### config.mk
export PLATFORM = sky130hd
export DESIGN_NAME = mpi_ahb3_slave_flat
export DESIGN_NICKNAME = d
export VERILOG_FILES = /design/src/rtl/mpi_ahb3_slave_if.sv /design/src/rtl/mpi_ahb3_slave.sv /design/src/flat_wrapper.sv
export SDC_FILE = /design/constraint.sdc
export NUM_CORES = 1
export LEC_CHECK = 0
export CAP_MARGIN = 20
export CORE_AREA = 3 3 122 124
export CTS_BUF_LIST = sky130_fd_sc_hd__clkbuf_8
export DETAILED_ROUTE_END_ITERATION = 8
export DIE_AREA = 0 0 125 127
export GPL_ROUTABILITY_DRIVEN = 0
export PLACE_DENSITY = 0.65
export SLEW_MARGIN = 20
export SYNTH_ARGS = -nofsm -noshare
export SYNTH_HDL_FRONTEND = slang
export SYNTH_SLANG_ARGS = --single-unit
export TNS_END_PERCENT = 100
### constraint.sdc
create_clock -name clk -period 5.2 [get_ports clk]
set_input_delay 1.3 -clock clk [delete_from_list [all_inputs] [get_ports clk]]
set_output_delay 1.3 -clock clk [all_outputs]
set_load 0.01 [all_outputs]
### src/rtl/mpi_ahb3_slave_if.sv
// ============================================================================
// mpi_ahb3_slave_if : AHB3-Lite bus bundle between master/interconnect and slave
// Revision: 1.0
// ============================================================================
`default_nettype none

interface mpi_ahb3_slave_if #(
  parameter int PLEN = 32,
  parameter int XLEN = 32
);
  logic            hsel;
  logic [PLEN-1:0] haddr;
  logic [XLEN-1:0] hwdata;
  logic            hwrite;
  logic [2:0]      hsize;
  logic [2:0]      hburst;
  logic [3:0]      hprot;
  logic [1:0]      htrans;
  logic            hmastlock;
  logic            hready;
  logic [XLEN-1:0] hrdata;
  logic            hreadyout;
  logic            hresp;

  modport master (
    output hsel, haddr, hwdata, hwrite, hsize, hburst, hprot, htrans,
           hmastlock, hready,
    input  hrdata, hreadyout, hresp
  );

  modport slave (
    input  hsel, haddr, hwdata, hwrite, hsize, hburst, hprot, htrans,
           hmastlock, hready,
    output hrdata, hreadyout, hresp
  );
endinterface

`default_nettype wire

### src/rtl/mpi_ahb3_slave.sv
// ============================================================================
// mpi_ahb3_slave : AHB3-Lite slave front-end fanning out to N MPI buffer channels
// Optional: define MPI_AHB3_TIMEOUT_EN to abort unacknowledged accesses.
// Revision: 1.0
// ============================================================================
`default_nettype none

module mpi_ahb3_slave #(
  parameter int PLEN     = 32,
  parameter int XLEN     = 32,
  parameter int N        = 2,
  parameter int CH_SHIFT = 12,
  parameter int TIMEOUT  = 255
) (
  input  wire logic              clk,
  input  wire logic              rst,
  mpi_ahb3_slave_if.slave        ahb,
  output logic [N*32-1:0]        ch_addr_o,
  output logic [N-1:0]           ch_we_o,
  output logic [N-1:0]           ch_en_o,
  output logic [N*XLEN-1:0]      ch_data_o,
  input  wire logic [N*XLEN-1:0] ch_data_i,
  input  wire logic [N-1:0]      ch_ack_i,
  input  wire logic [N-1:0]      ch_err_i,
  input  wire logic [N-1:0]      ch_irq_i,
  output logic                   irq_o
);

  localparam int CHW = (N > 1) ? $clog2(N) : 1;
  localparam logic [CHW:0] C_N = (CHW+1)'(N);

  typedef enum logic [2:0] {
    IDLE   = 3'd0,
    ACCESS = 3'd1,
    RESP   = 3'd2,
    ERR1   = 3'd3,
    ERR2   = 3'd4
  } state_e;

  state_e              state_q, state_d;
  logic [CH_SHIFT-1:0] off_q, off_d;
  logic                we_q, we_d;
  logic [CHW-1:0]      sel_q, sel_d;
  logic [XLEN-1:0]     hrdata_q, hrdata_d;
  logic                irq_q;

  logic                valid;
  logic [CHW-1:0]      req_sel;
  logic                req_err;
  logic                sel_ack;
  logic                sel_err;
  logic [XLEN-1:0]     sel_rdata;
  logic                timeout;

  assign valid   = ahb.hsel & ahb.hready & ahb.htrans[1];
  assign req_sel = ahb.haddr[CH_SHIFT +: CHW];
  assign req_err = (ahb.hsize != 3'b010) || (ahb.haddr[1:0] != 2'b00) ||
                   ({1'b0, req_sel} >= C_N);

  // Pick the response of the channel captured in the address phase.
  always_comb begin
    sel_ack   = 1'b0;
    sel_err   = 1'b0;
    sel_rdata = '0;
    for (int i = 0; i < N; i++) begin
      if (sel_q == CHW'(i)) begin
        sel_ack   = ch_ack_i[i];
        sel_err   = ch_err_i[i];
        sel_rdata = ch_data_i[i*XLEN +: XLEN];
      end
    end
  end

`ifdef MPI_AHB3_TIMEOUT_EN
  localparam int TW = (TIMEOUT > 1) ? $clog2(TIMEOUT + 1) : 1;
  logic [TW-1:0] cnt_q, cnt_d;
  assign timeout = (cnt_q == TW'(TIMEOUT - 1));
`else
  localparam int unused_timeout = TIMEOUT;
  assign timeout = 1'b0;
`endif

  always_comb begin
    state_d  = state_q;
    off_d    = off_q;
    we_d     = we_q;
    sel_d    = sel_q;
    hrdata_d = hrdata_q;
`ifdef MPI_AHB3_TIMEOUT_EN
    cnt_d    = cnt_q;
`endif
    case (state_q)
      // Every state that shows hreadyout=1 may sample a pipelined transfer.
      IDLE, RESP, ERR2: begin
        state_d = IDLE;
        if (valid) begin
          off_d   = ahb.haddr[CH_SHIFT-1:0];
          we_d    = ahb.hwrite;
          sel_d   = req_sel;
          state_d = req_err ? ERR1 : ACCESS;
`ifdef MPI_AHB3_TIMEOUT_EN
          cnt_d   = '0;
`endif
        end
      end
      ACCESS: begin
        if (sel_err) begin
          state_d = ERR1;
        end else if (sel_ack) begin
          state_d  = RESP;
          hrdata_d = sel_rdata;
        end else if (timeout) begin
          state_d = ERR1;
        end else begin
`ifdef MPI_AHB3_TIMEOUT_EN
          cnt_d = cnt_q + 1'b1;
`endif
        end
      end
      ERR1:    state_d = ERR2;
      default: state_d = IDLE;
    endcase
  end

  always_ff @(posedge clk or negedge rst) begin
    if (!rst) begin
      state_q  <= IDLE;
      off_q    <= '0;
      we_q     <= 1'b0;
      sel_q    <= '0;
      hrdata_q <= '0;
      irq_q    <= 1'b0;
`ifdef MPI_AHB3_TIMEOUT_EN
      cnt_q    <= '0;
`endif
    end else begin
      state_q  <= state_d;
      off_q    <= off_d;
      we_q     <= we_d;
      sel_q    <= sel_d;
      hrdata_q <= hrdata_d;
      irq_q    <= |ch_irq_i;
`ifdef MPI_AHB3_TIMEOUT_EN
      cnt_q    <= cnt_d;
`endif
    end
  end

  assign ahb.hrdata    = hrdata_q;
  assign ahb.hreadyout = (state_q != ACCESS) && (state_q != ERR1);
  assign ahb.hresp     = (state_q == ERR1) || (state_q == ERR2);
  assign irq_o         = irq_q;

  always_comb begin
    ch_en_o = '0;
    ch_we_o = '0;
    for (int i = 0; i < N; i++) begin
      ch_en_o[i] = (state_q == ACCESS) && (sel_q == CHW'(i));
      ch_we_o[i] = (state_q == ACCESS) && (sel_q == CHW'(i)) && we_q;
    end
  end

  // Write data comes straight from the bus; the master holds it while stalled.
  generate
    for (genvar g = 0; g < N; g++) begin : g_ch
      assign ch_addr_o[g*32 +: 32]     = 32'(off_q);
      assign ch_data_o[g*XLEN +: XLEN] = ahb.hwdata;
    end
  endgenerate

  logic unused_ok;
  assign unused_ok = ^{ahb.haddr, ahb.hburst, ahb.hprot, ahb.htrans,
                       ahb.hmastlock};

endmodule

`default_nettype wire

### src/flat_wrapper.sv
// flat-port wrapper written by rule: the top's interface ports become plain ports
module mpi_ahb3_slave_flat 
#(
  parameter int PLEN     = 32,
  parameter int XLEN     = 32,
  parameter int N        = 2,
  parameter int CH_SHIFT = 12,
  parameter int TIMEOUT  = 255
)
  (clk, rst, ch_addr_o, ch_we_o, ch_en_o, ch_data_o, ch_data_i, ch_ack_i, ch_err_i, ch_irq_i, irq_o, ahb_hsel, ahb_haddr, ahb_hwdata, ahb_hwrite, ahb_hsize, ahb_hburst, ahb_hprot, ahb_htrans, ahb_hmastlock, ahb_hready, ahb_hrdata, ahb_hreadyout, ahb_hresp);
  mpi_ahb3_slave_if #(.PLEN(PLEN), .XLEN(XLEN)) ahb_i ();
  input  wire logic clk;
  input  wire logic rst;
  output logic [N*32-1:0] ch_addr_o;
  output logic [N-1:0] ch_we_o;
  output logic [N-1:0] ch_en_o;
  output logic [N*XLEN-1:0] ch_data_o;
  input  wire logic [N*XLEN-1:0] ch_data_i;
  input  wire logic [N-1:0] ch_ack_i;
  input  wire logic [N-1:0] ch_err_i;
  input  wire logic [N-1:0] ch_irq_i;
  output logic irq_o;
  input wire logic [$bits(ahb_i.hsel)-1:0] ahb_hsel;
  input wire logic [$bits(ahb_i.haddr)-1:0] ahb_haddr;
  input wire logic [$bits(ahb_i.hwdata)-1:0] ahb_hwdata;
  input wire logic [$bits(ahb_i.hwrite)-1:0] ahb_hwrite;
  input wire logic [$bits(ahb_i.hsize)-1:0] ahb_hsize;
  input wire logic [$bits(ahb_i.hburst)-1:0] ahb_hburst;
  input wire logic [$bits(ahb_i.hprot)-1:0] ahb_hprot;
  input wire logic [$bits(ahb_i.htrans)-1:0] ahb_htrans;
  input wire logic [$bits(ahb_i.hmastlock)-1:0] ahb_hmastlock;
  input wire logic [$bits(ahb_i.hready)-1:0] ahb_hready;
  output wire logic [$bits(ahb_i.hrdata)-1:0] ahb_hrdata;
  output wire logic [$bits(ahb_i.hreadyout)-1:0] ahb_hreadyout;
  output wire logic [$bits(ahb_i.hresp)-1:0] ahb_hresp;
  assign ahb_i.hsel = ahb_hsel;
  assign ahb_i.haddr = ahb_haddr;
  assign ahb_i.hwdata = ahb_hwdata;
  assign ahb_i.hwrite = ahb_hwrite;
  assign ahb_i.hsize = ahb_hsize;
  assign ahb_i.hburst = ahb_hburst;
  assign ahb_i.hprot = ahb_hprot;
  assign ahb_i.htrans = ahb_htrans;
  assign ahb_i.hmastlock = ahb_hmastlock;
  assign ahb_i.hready = ahb_hready;
  assign ahb_hrdata = ahb_i.hrdata;
  assign ahb_hreadyout = ahb_i.hreadyout;
  assign ahb_hresp = ahb_i.hresp;
  mpi_ahb3_slave #(.PLEN(PLEN), .XLEN(XLEN), .N(N), .CH_SHIFT(CH_SHIFT), .TIMEOUT(TIMEOUT)) u_core (.clk(clk), .rst(rst), .ahb(ahb_i), .ch_addr_o(ch_addr_o), .ch_we_o(ch_we_o), .ch_en_o(ch_en_o), .ch_data_o(ch_data_o), .ch_data_i(ch_data_i), .ch_ack_i(ch_ack_i), .ch_err_i(ch_err_i), .ch_irq_i(ch_irq_i), .irq_o(irq_o));
endmodule
==> results.toml <==
[status]
status = "completed"

[yosys]
synth_top_area_cell = "dfrtp_1"
synth_ff_type = "dfrtp_1"
synth_edf_count = 0
async_flop_share = 1.000
synth_area_leaders = "dfrtp_1 (39%), buf_4 (27%), mux2_2 (27%)"
netlist_instances = 278
avgSynthCellArea_um2 = 11.59
ys_types = 26
netlist_top_cells_count = "buf_4 (116), mux2_2 (76), dfrtp_1 (50)"
yosysMostFrequentCell = "buf_4"
ys_ff_latch = 50
synth-seq-area-share = 0.3883
synth_area_mm2 = 0.003222
ys_warn_count = 0
synth.top_cell.area_share = 0.3883

[die]
coreArea_mm2 = 0.01388
initial_utilization = 0.2321
rows = 43
io_pins = 319
die_x_um = 125
die_area_mm2 = 0.01588
die_h_um = 127

[critical_path]
critPathKind = "reg2out"
crit_chain = "or3b_4, nor2_1, and2_1, clkdlybuf4s50_1"
cp.required_ns = 3.90
crit_slowest_cell = "clkdlybuf4s50_1"
start_kind = "flip-flop"
crit_family = "simple AND/OR/NAND/NOR gates"
critical_path_buf_inv_count = 1
reg2reg_depth = 5
slowest_delay_ns = 0.54
reg2reg_slack_ns = 2.83
cp_max_fo = 5
rr_startpoint = "u_core.sel_q"
end_kind = "output port"
worstReg2RegEnd = "u_core.ahb.hrdata[8]"
critPathArrivalTime_ns = 2.02

[routing]
wirelength_um = 8235
drc_errors = 0
viasPerCell = 3.844
wl_per_cell_um = 15.34
via_count = 2064
dr.pass1.iters = 4
ant_nets = 0
drtIter0Drc = 39

[pwr]
p_total_w = 0.001832
p_leak_nw = 1.769
ir_drop_mv = 0.2012
powerDensity_mw_per_mm2 = 423.1

[sta]
rsz0062_at_grt = "false"
fin_crit_ns = 3.317
setup_viol = 0
max_clock_freq_mhz = 301.4
tightest_slew_ns = 0.7125
finalMaxSlewViolations = 0
setup-tns-final_ns = 0
fin_crit_sh = 0.6380
hold_viol_final = 0
slew_headroom = 0.5250
fin_worst_skew_ns = 0.01337

[hold_path]
holdPathEnd = "u_core.ahb.hrdata[5]"
hold-path-cell-count = 1
hold_path_class = "reg2reg"
hold_path_startpoint = "u_core.ahb.hrdata[5]"

[clocking]
cts_setup_buffers = 0
cts_made_buffers = 5
hold_buffers = 0
clock-sinks = 50
clk_latency_ns = 0.32
clkTransAtPathRegs_ns = 0.10
htree_levels = 2
clockBufferDepth = 2
ctsRootBufferMaster = "clkbuf_8"
ctsResizeCount = 0
cts_tree = "done"

[cells_and_area]
diodes = 0
drive_above_1_share = 0.2549
syn_to_final_growth_pct = 34.41
fin_area_mm2 = 0.004330
nFillCells = 1411
fin_nets = 509

[grt]
grt_pass1_vias = 2169
gr-total-overflow = 0
antenna_found_initial = 0
grt_pass1_wl_um = 12330
grt_max_degree = 51
grt_use_total = 0.09955

[placed_design]
io_buffer_count = 154
dp_hpwl_um = 6668
placed_area_mm2 = 0.004220

[flow_run]
maxCapViolCount = 0
[where the power goes]
part | leakage (nW) | switching, W | internal, W | total, W
sequential | 0.605 | 0.0000981 | 0.000556 | 0.000654
combinational | 1.12 | 0.000337 | 0.000605 | 0.000942
clock | 0.0444 | 0.000143 | 0.0000934 | 0.000236
total | 1.77 | 0.000578 | 0.00125 | 0.00183
[worst max-delay path by stage]
| stage | startpoint | endpoint | slack, ns | cells after the start |
|---|---|---|---|---|
| after global routing | u_core.state_q[2] | ch_we_o[0] | 1.75 | 4 |
| after global placement | ch_ack_i[0] | u_core.ahb.hrdata[1] | 1.56 | 4 |
| after detailed placement | ch_ack_i[0] | u_core.ahb.hrdata[8] | 1.52 | 4 |
| final | u_core.state_q[2] | ch_we_o[0] | 1.88 | 4 |
| after CTS | u_core.state_q[2] | ch_we_o[0] | 1.84 | 4 |
| after floorplan | ahb_hwdata[0] | ch_data_o[0] | 2.48 | 1 |
[cell usage in the layout, fill, tap and decap left out]
cell             instances
clkdlybuf4s50_1        153
mux2_2                  76
dfrtp_1                 50
conb_1                  40
clkbuf_8                 5
nor2_1                   4
inv_1                    2
a21o_1                   2
and2_1                   2
nor3_1                   2
mux2_1                   2
buf_4                    2
nand2b_1                 1
or2_2                    1
or3b_4                   1
nand4b_1                 1
a21oi_2                  1
nor4_1                   1
and2_0                   1
o32ai_1                  1
nand3b_1                 1
or3b_1                   1
nand2_1                  1
o21ai_0                  1
a21oi_4                  1
inv_6                    1
clkinv_2                 1
buf_2                    1
buf_16                   1
[logic make-up after synthesis]
kind of cell,count (synthesis),share of synthesized area
buffers and inverters,126,0.2905
muxes,78,0.2726
DFF,50,0.3883
other,1,0.001164
AOI/OAI and AO/OA,6,0.01553
and+or+nand+nor,17,0.03185
[layer usage]
| layer | global-route usage | vias up | wire (µm) |
|---|---|---|---|
| met5 | 0.009288 | - | 0 |
| met4 | 0.04337 | 0 | 230 |
| met3 | 0.05435 | 15 | 1065 |
| met2 | 0.1705 | 178 | 4205 |
| met1 | 0.09982 | 944 | 2734 |
| li1 | - | 927 | - |
[registers in the layout, indices dropped and copies added, names as in the netlist]
signal / count
u_core.state_q: 3
u_core.ahb.hrdata: 32
u_core.irq_o: 1
u_core.off_q: 12
u_core.sel_q: 1
u_core.we_q: 1
[final cells by class]
cell class                 instances  area [µm²]  share of cell area
timing repair buffer             157        1579              0.3646
sequential                        50        1251              0.2889
multi-input combinational        141        1185              0.2736
tap                              180       225.2             0.05201
clock buffer                       5       68.82             0.01589
clock inverter                     2       13.76            0.003178
inverter                           2       7.507            0.001734
[through the flow]
| stage | hold slack, ns | std cells | setup slack (ns) | utilization |
|---|---|---|---|---|
| after floorplan | 0.4863 | 317 | 2.481 | - |
| after global placement | 0.4717 | 529 | 1.556 | 0.3038 |
| after detailed placement | 0.4737 | 529 | 1.524 | 0.3040 |
| after CTS | 0.4981 | 536 | 1.837 | 0.3100 |
| after global routing | 0.5276 | 537 | 1.752 | 0.3120 |
| final | 0.4913 | 537 | 1.883 | 0.3120 |
(Power assumes the default switching activity.)
==> RTL edit 1: new RTL, config.mk and constraints unchanged <==
Build with the macro `MPI_AHB3_TIMEOUT_EN` defined.
--- a/src/rtl/mpi_ahb3_slave.sv
+++ b/src/rtl/mpi_ahb3_slave.sv
@@ -4,6 +4,8 @@
 // Revision: 1.0
 // ============================================================================
 `default_nettype none
+
+`define MPI_AHB3_TIMEOUT_EN
 
 module mpi_ahb3_slave #(
   parameter int PLEN     = 32,
Formal check against the unedited RTL: same outputs for any inputs over 10 cycles, from zero or initial values and one cycle with rst low; that may be too few to reach the edited logic, so the function may still have changed.
==> RTL edit 1 against the original RTL <==
  * Count of clock-buffer cells in the layout grew 6
  * Area after synthesis grew 9.5%
  * Worst setup slack gained 0.013 ns
  * Design area grew 8.8%
  * Critical path depth shrank 1
  * Global-route usage grew 0.29 points
  * Power grew 9.0%
  * Sequential cell count grew 8
  * Routed wire length shrank 1.2%
  * Critical path type unchanged
  * Critical endpoint is now ch_we_o[1]
  * Largest power group unchanged
  * Highest routed layer unchanged
==> RTL edit 1: results (changes against the original RTL) <==
[worst_setup_path]
cp_data_arrival_time_ns = 2.00  ; was 2.02 ns
crit_fanout = 9  ; was 5

[place]
hpwl_um = 6350  ; was 6670 um
placed_area_sq_mm = 0.00455  ; was 0.00422 sq mm
dp.cells = 606  ; was 529

[global_routing]
antenna_found_initial = 0  ; unchanged
grt_first_pass_wirelength_um = 12900  ; was 12300 um
grt_pass1_vias = 2580  ; was 2169
grt.total_usage_pct = 10.2  ; was 9.95%
grt_max_degree = 65  ; was 51

[pwr]
vdd_drop_max_mv = 0.166  ; was 0.201 mV
leakagePower_nw = 2.07  ; was 1.77 nW
internal_power_mw = 1.34  ; was 1.25 mW

[finish]
largest_reg_flops = 32  ; unchanged
diodes = 0  ; unchanged
fillers = 1431  ; was 1411
fin_nets = 591  ; was 509
drive_above_1_share_pct = 7.95  ; was 25.5%

[clock_tree]
cts_inserted_buffers = 9  ; was 5
insertion_delay_ns = 0.34  ; was 0.32 ns
clk_pin_slew_ns = 0.06  ; was 0.10 ns
htree_levels = 3  ; was 2

[synthesis]
ys_top_cells_by_area = dfrtp_1, buf_4, mux2i_1  ; was dfrtp_1, buf_4, mux2_2
ys_top_cells_by_count = buf_4, dfrtp_1, nand2_1  ; was buf_4, mux2_2, dfrtp_1
ys_seq_area_share_pct = 41.1  ; was 38.8%
synth-xor-area-share_pct = 0  ; unchanged
synth_fa_ha_area_share_pct = 0.709  ; was 0%
synthMuxAreaShare_pct = 13.5  ; was 27.3%
synth_compound_area_share_pct = 8.40  ; was 1.55%
ys_types = 36  ; was 26
synthCells = 359  ; was 278

[outcome]
outcome = complete, no violations  ; unchanged

[route]
wl_per_cell_um = 13.1  ; was 15.3 um
drtPass1Iterations = 4  ; unchanged
drt_iter0_drc = 64  ; was 39
num_vias = 2539  ; was 2064
viasPerCell = 4.10  ; was 3.84

[sta]
finClkSkew_ns = 0.00645  ; was 0.0134 ns
slew_headroom_pct = 39.8  ; was 52.5%

[hold_path]
hp-start = u_core.ahb.hrdata[28]$_DFFE_PN0P_  ; was u_core.ahb.hrdata[5]$_DFFE_PN0P_

## RTL edit 1: cell count changes after synthesis, moves of 7 or more
cell | before | now
clkbuf_1 | 1 | 8
dfrtp_1 | 50 | 58
mux2_2 | 76 | 14
mux2i_1 | 0 | 32
nand2_1 | 1 | 37
nand3_1 | 0 | 8
o21ai_0 | 1 | 36
## RTL edit 1: worst min-delay path: stages, from the launching register on
cell,delay (ns)
dfrtp_1,0.34
nand2_1,0.04
o21ai_0,0.06
## RTL edit 1: cell type report
class | instances | share of cell area, %
multi-input cells | 207 | 27.5
clock inverters | 3 | 0.239
flip-flops and latches | 58 | 30.8
inverters | 4 | 0.319
clock buffers | 11 | 3.21
repair buffers | 157 | 33.1
well taps | 180 | 4.78
## RTL edit 1: cells by family after synthesis
| group | count (synthesis) |
|---|---|
| AND/OR/NAND/NOR | 68 |
| AO/OA/AOI/OAI | 51 |
| multiplexers | 46 |
| adder cells (fa/ha/maj) | 2 |
| buffers and inverters | 133 |
| other | 1 |
| flip-flops | 58 |
## RTL edit 1: power groups by stage
stage	clock [mW]	combinational (mW)	sequential, mW
floorplan	0	0.438	0.795
global placement	0	0.913	0.731
detailed placement	0	0.923	0.740
CTS	0.382	0.925	0.735
global route	0.407	0.986	0.758
finish	0.359	0.908	0.731
## RTL edit 1: worst paths after layout
kind,to,depth (start not counted),slack (ns)
max in group asynchronous,u_core.sel_q$_DFFE_PN0P_,2,3.33
setup / recovery,ch_we_o[1],3,1.90
hold reg to reg,u_core.ahb.hrdata[28]$_DFFE_PN0P_,2,0.47
hold / removal,u_core.ahb.hrdata[28]$_DFFE_PN0P_,2,0.47
setup reg to reg,u_core.cnt_q[6]$_DFFE_PN0P_,5,2.87
min in group asynchronous,u_core.ahb.hrdata[7]$_DFFE_PN0P_,1,0.99
## RTL edit 1: routing by layer
metal | vias to the layer above | track usage, % | share of wire (%)
li1 | 1204 | - | -
met1 | 1173 | 10.6 | 36
met2 | 134 | 17.3 | 52
met3 | 28 | 5.35 | 9.9
met4 | 0 | 4.78 | 2.4
met5 | - | 0 | 0
## RTL edit 1: through the flow
stage	setup slack [ns]	hold WS, ns	utilization [%]
2_1_floorplan	2.48	0.494	-
3_3_place_gp	2.11	0.464	32.8
3_5_place_dp	2.07	0.470	32.8
4_1_cts	1.85	0.484	33.9
5_1_grt	1.75	0.506	33.9
6_report	1.90	0.475	33.9
==> RTL edit 2: new RTL, config.mk and constraints unchanged <==
Without the edit above. Re-encode `state_e` (5 states) as one-hot, 5 bits wide.
--- a/src/rtl/mpi_ahb3_slave.sv
+++ b/src/rtl/mpi_ahb3_slave.sv
@@ -29,12 +29,12 @@
   localparam int CHW = (N > 1) ? $clog2(N) : 1;
   localparam logic [CHW:0] C_N = (CHW+1)'(N);
 
-  typedef enum logic [2:0] {
-    IDLE   = 3'd0,
-    ACCESS = 3'd1,
-    RESP   = 3'd2,
-    ERR1   = 3'd3,
-    ERR2   = 3'd4
+  typedef enum logic [4:0] {
+    IDLE   = 5'b00001,
+    ACCESS = 5'b00010,
+    RESP   = 5'b00100,
+    ERR1   = 5'b01000,
+    ERR2   = 5'b10000
   } state_e;
 
   state_e              state_q, state_d;
Formal check against the unedited RTL: same outputs for any inputs over 10 cycles, from zero or initial values and one cycle with rst low; not proved beyond that.
==> RTL edit 2 against the original RTL <==
  * Worst setup slack got worse by 0.44 ns
  * Synthesized cell count increased by 15%
  * Maximum frequency decreased by 12%
  * Sequential cell count increased by 2
  * Non-clock buffer count unchanged
  * Clock skew decreased by 0.0038 ns
  * Largest cell class unchanged
  * Area after synthesis increased by 1.9%
  * Design area increased by 1.2%
  * Routed wire length increased by 1.7%
  * Critical path type unchanged
  * Die area unchanged
Power is not compared: it rests on default switching activity, and its combinational part moved more than twofold at a synthesized area within 25%.
==> RTL edit 2: results (changes against the original RTL) <==
[sta]
finClkSkew_ns = 0.00960  ; was 0.0134 ns
tightest_slew_ns = 0.912  ; was 0.713 ns

[clock_tree]
cts.repair.resized = 0  ; unchanged
clk_pin_slew_ns = 0.09

[synthesis]
synthCells = 319  ; was 278
ys_top_cells_by_count = buf_4, dfrtp_1, nor2_1  ; was buf_4, mux2_2, dfrtp_1
ys_seq_area_share_pct = 39.7  ; was 38.8%
ys_top_cells_by_area = dfrtp_1, buf_4, mux2i_1  ; was dfrtp_1, buf_4, mux2_2
ys_types = 30  ; was 26
synthMuxAreaShare_pct = 15.2  ; was 27.3%
synth-xor-area-share_pct = 0.534  ; was 0%
synth_compound_area_share_pct = 7.70  ; was 1.55%

[route]
dr_wl_met2_um = 4410  ; was 4210 um
wl_met1_um = 2710  ; was 2730 um
drtPass1Iterations = 4  ; unchanged
drt_iter0_drc = 23  ; was 39
wl_per_cell_um = 14.6  ; was 15.3 um
viasPerCell = 3.85  ; was 3.84
met3_length_um = 1040  ; was 1070 um

[finish]
fillers = 1458  ; was 1411
drive_above_1_share_pct = 12.4  ; was 25.5%
fin_nets = 546  ; was 509
fin_cells = 575  ; was 537

[global_routing]
grt.total_usage_pct = 10.3  ; was 9.95%
grt_use_met3_pct = 5.23  ; was 5.43%
grt_pass1_vias = 2309  ; was 2169
met1_usage_pct = 10.0  ; was 9.98%
grt_max_degree = 66  ; was 51
grt_first_pass_wirelength_um = 12800  ; was 12300 um

[worst_setup_path]
cp_data_arrival_time_ns = 2.45  ; was 2.02 ns
startpoint = u_core.state_q[4]$_DFFE_PN0P_  ; was u_core.state_q[2]$_DFFE_PN0P_
crit_fanout = 7  ; was 5

[run]
cap_violations = 0  ; unchanged

[place]
placed_area_sq_mm = 0.00425  ; was 0.00422 sq mm
hpwl_um = 6720  ; was 6670 um
dp.cells = 567  ; was 529
post-place-ws_ns = 1.73  ; was 1.52 ns

[outcome]
outcome = complete, no violations  ; unchanged

[pwr]
vdd_drop_max_mv = 0.114
p_total_mw = 1.17

## RTL edit 2: cell count changes after synthesis, moves of 2 or more
cell and change:
nor2_1 +33, mux2_1 -2, a21oi_1 +14, mux2i_1 +34, a21o_1 -2, buf_4 +3
mux2_2 -62, a21oi_2 +17, buf_2 -2, buf_1 +3
## RTL edit 2: critical path, stage by stage, from the launching register on
cell and delay [ns]:
dfrtp_1 0.43, or3b_1 0.45, nor2_1 0.39, inv_1 0.15, nor2_1 0.12, clkdlybuf4s50_1 0.60
## RTL edit 2: per-stage QoR
| stage | utilization (%) | hold slack, ns |
|---|---|---|
| after floorplan | - | 0.471 |
| after global placement | 30.6 | 0.500 |
| after detailed placement | 30.6 | 0.508 |
| after CTS | 31.6 | 0.527 |
| after global routing | 31.6 | 0.549 |
| final | 31.6 | 0.522 |
## RTL edit 2: path summary, 6_finish.rpt
check                                                          to  slack [ns]  cells after the start
worst max-delay path                                   ch_en_o[0]        1.45                      5
max in group asynchronous                u_core.sel_q$_DFFE_PN0P_        3.62                      2
min in group asynchronous       u_core.ahb.hrdata[14]$_DFFE_PN0P_        1.10                      2
worst min register to register      u_core.state_q[4]$_DFFE_PN0P_        0.52                      1
worst max register to register   u_core.ahb.hrdata[6]$_DFFE_PN0P_        2.43                      6
worst min-delay path                u_core.state_q[4]$_DFFE_PN0P_        0.52                      1
## RTL edit 2: cell type report
| type | count | area, sq um | area share, % |
|---|---|---|---|
| clock buffer | 7 | 96.3 | 2.20 |
| clock inverter | 1 | 30.0 | 0.686 |
| inverter | 1 | 3.75 | 0.0857 |
| multi-input combinational | 177 | 1160 | 26.5 |
| sequential | 52 | 1300 | 29.8 |
| tap | 180 | 225 | 5.14 |
| timing repair buffer | 157 | 1560 | 35.6 |
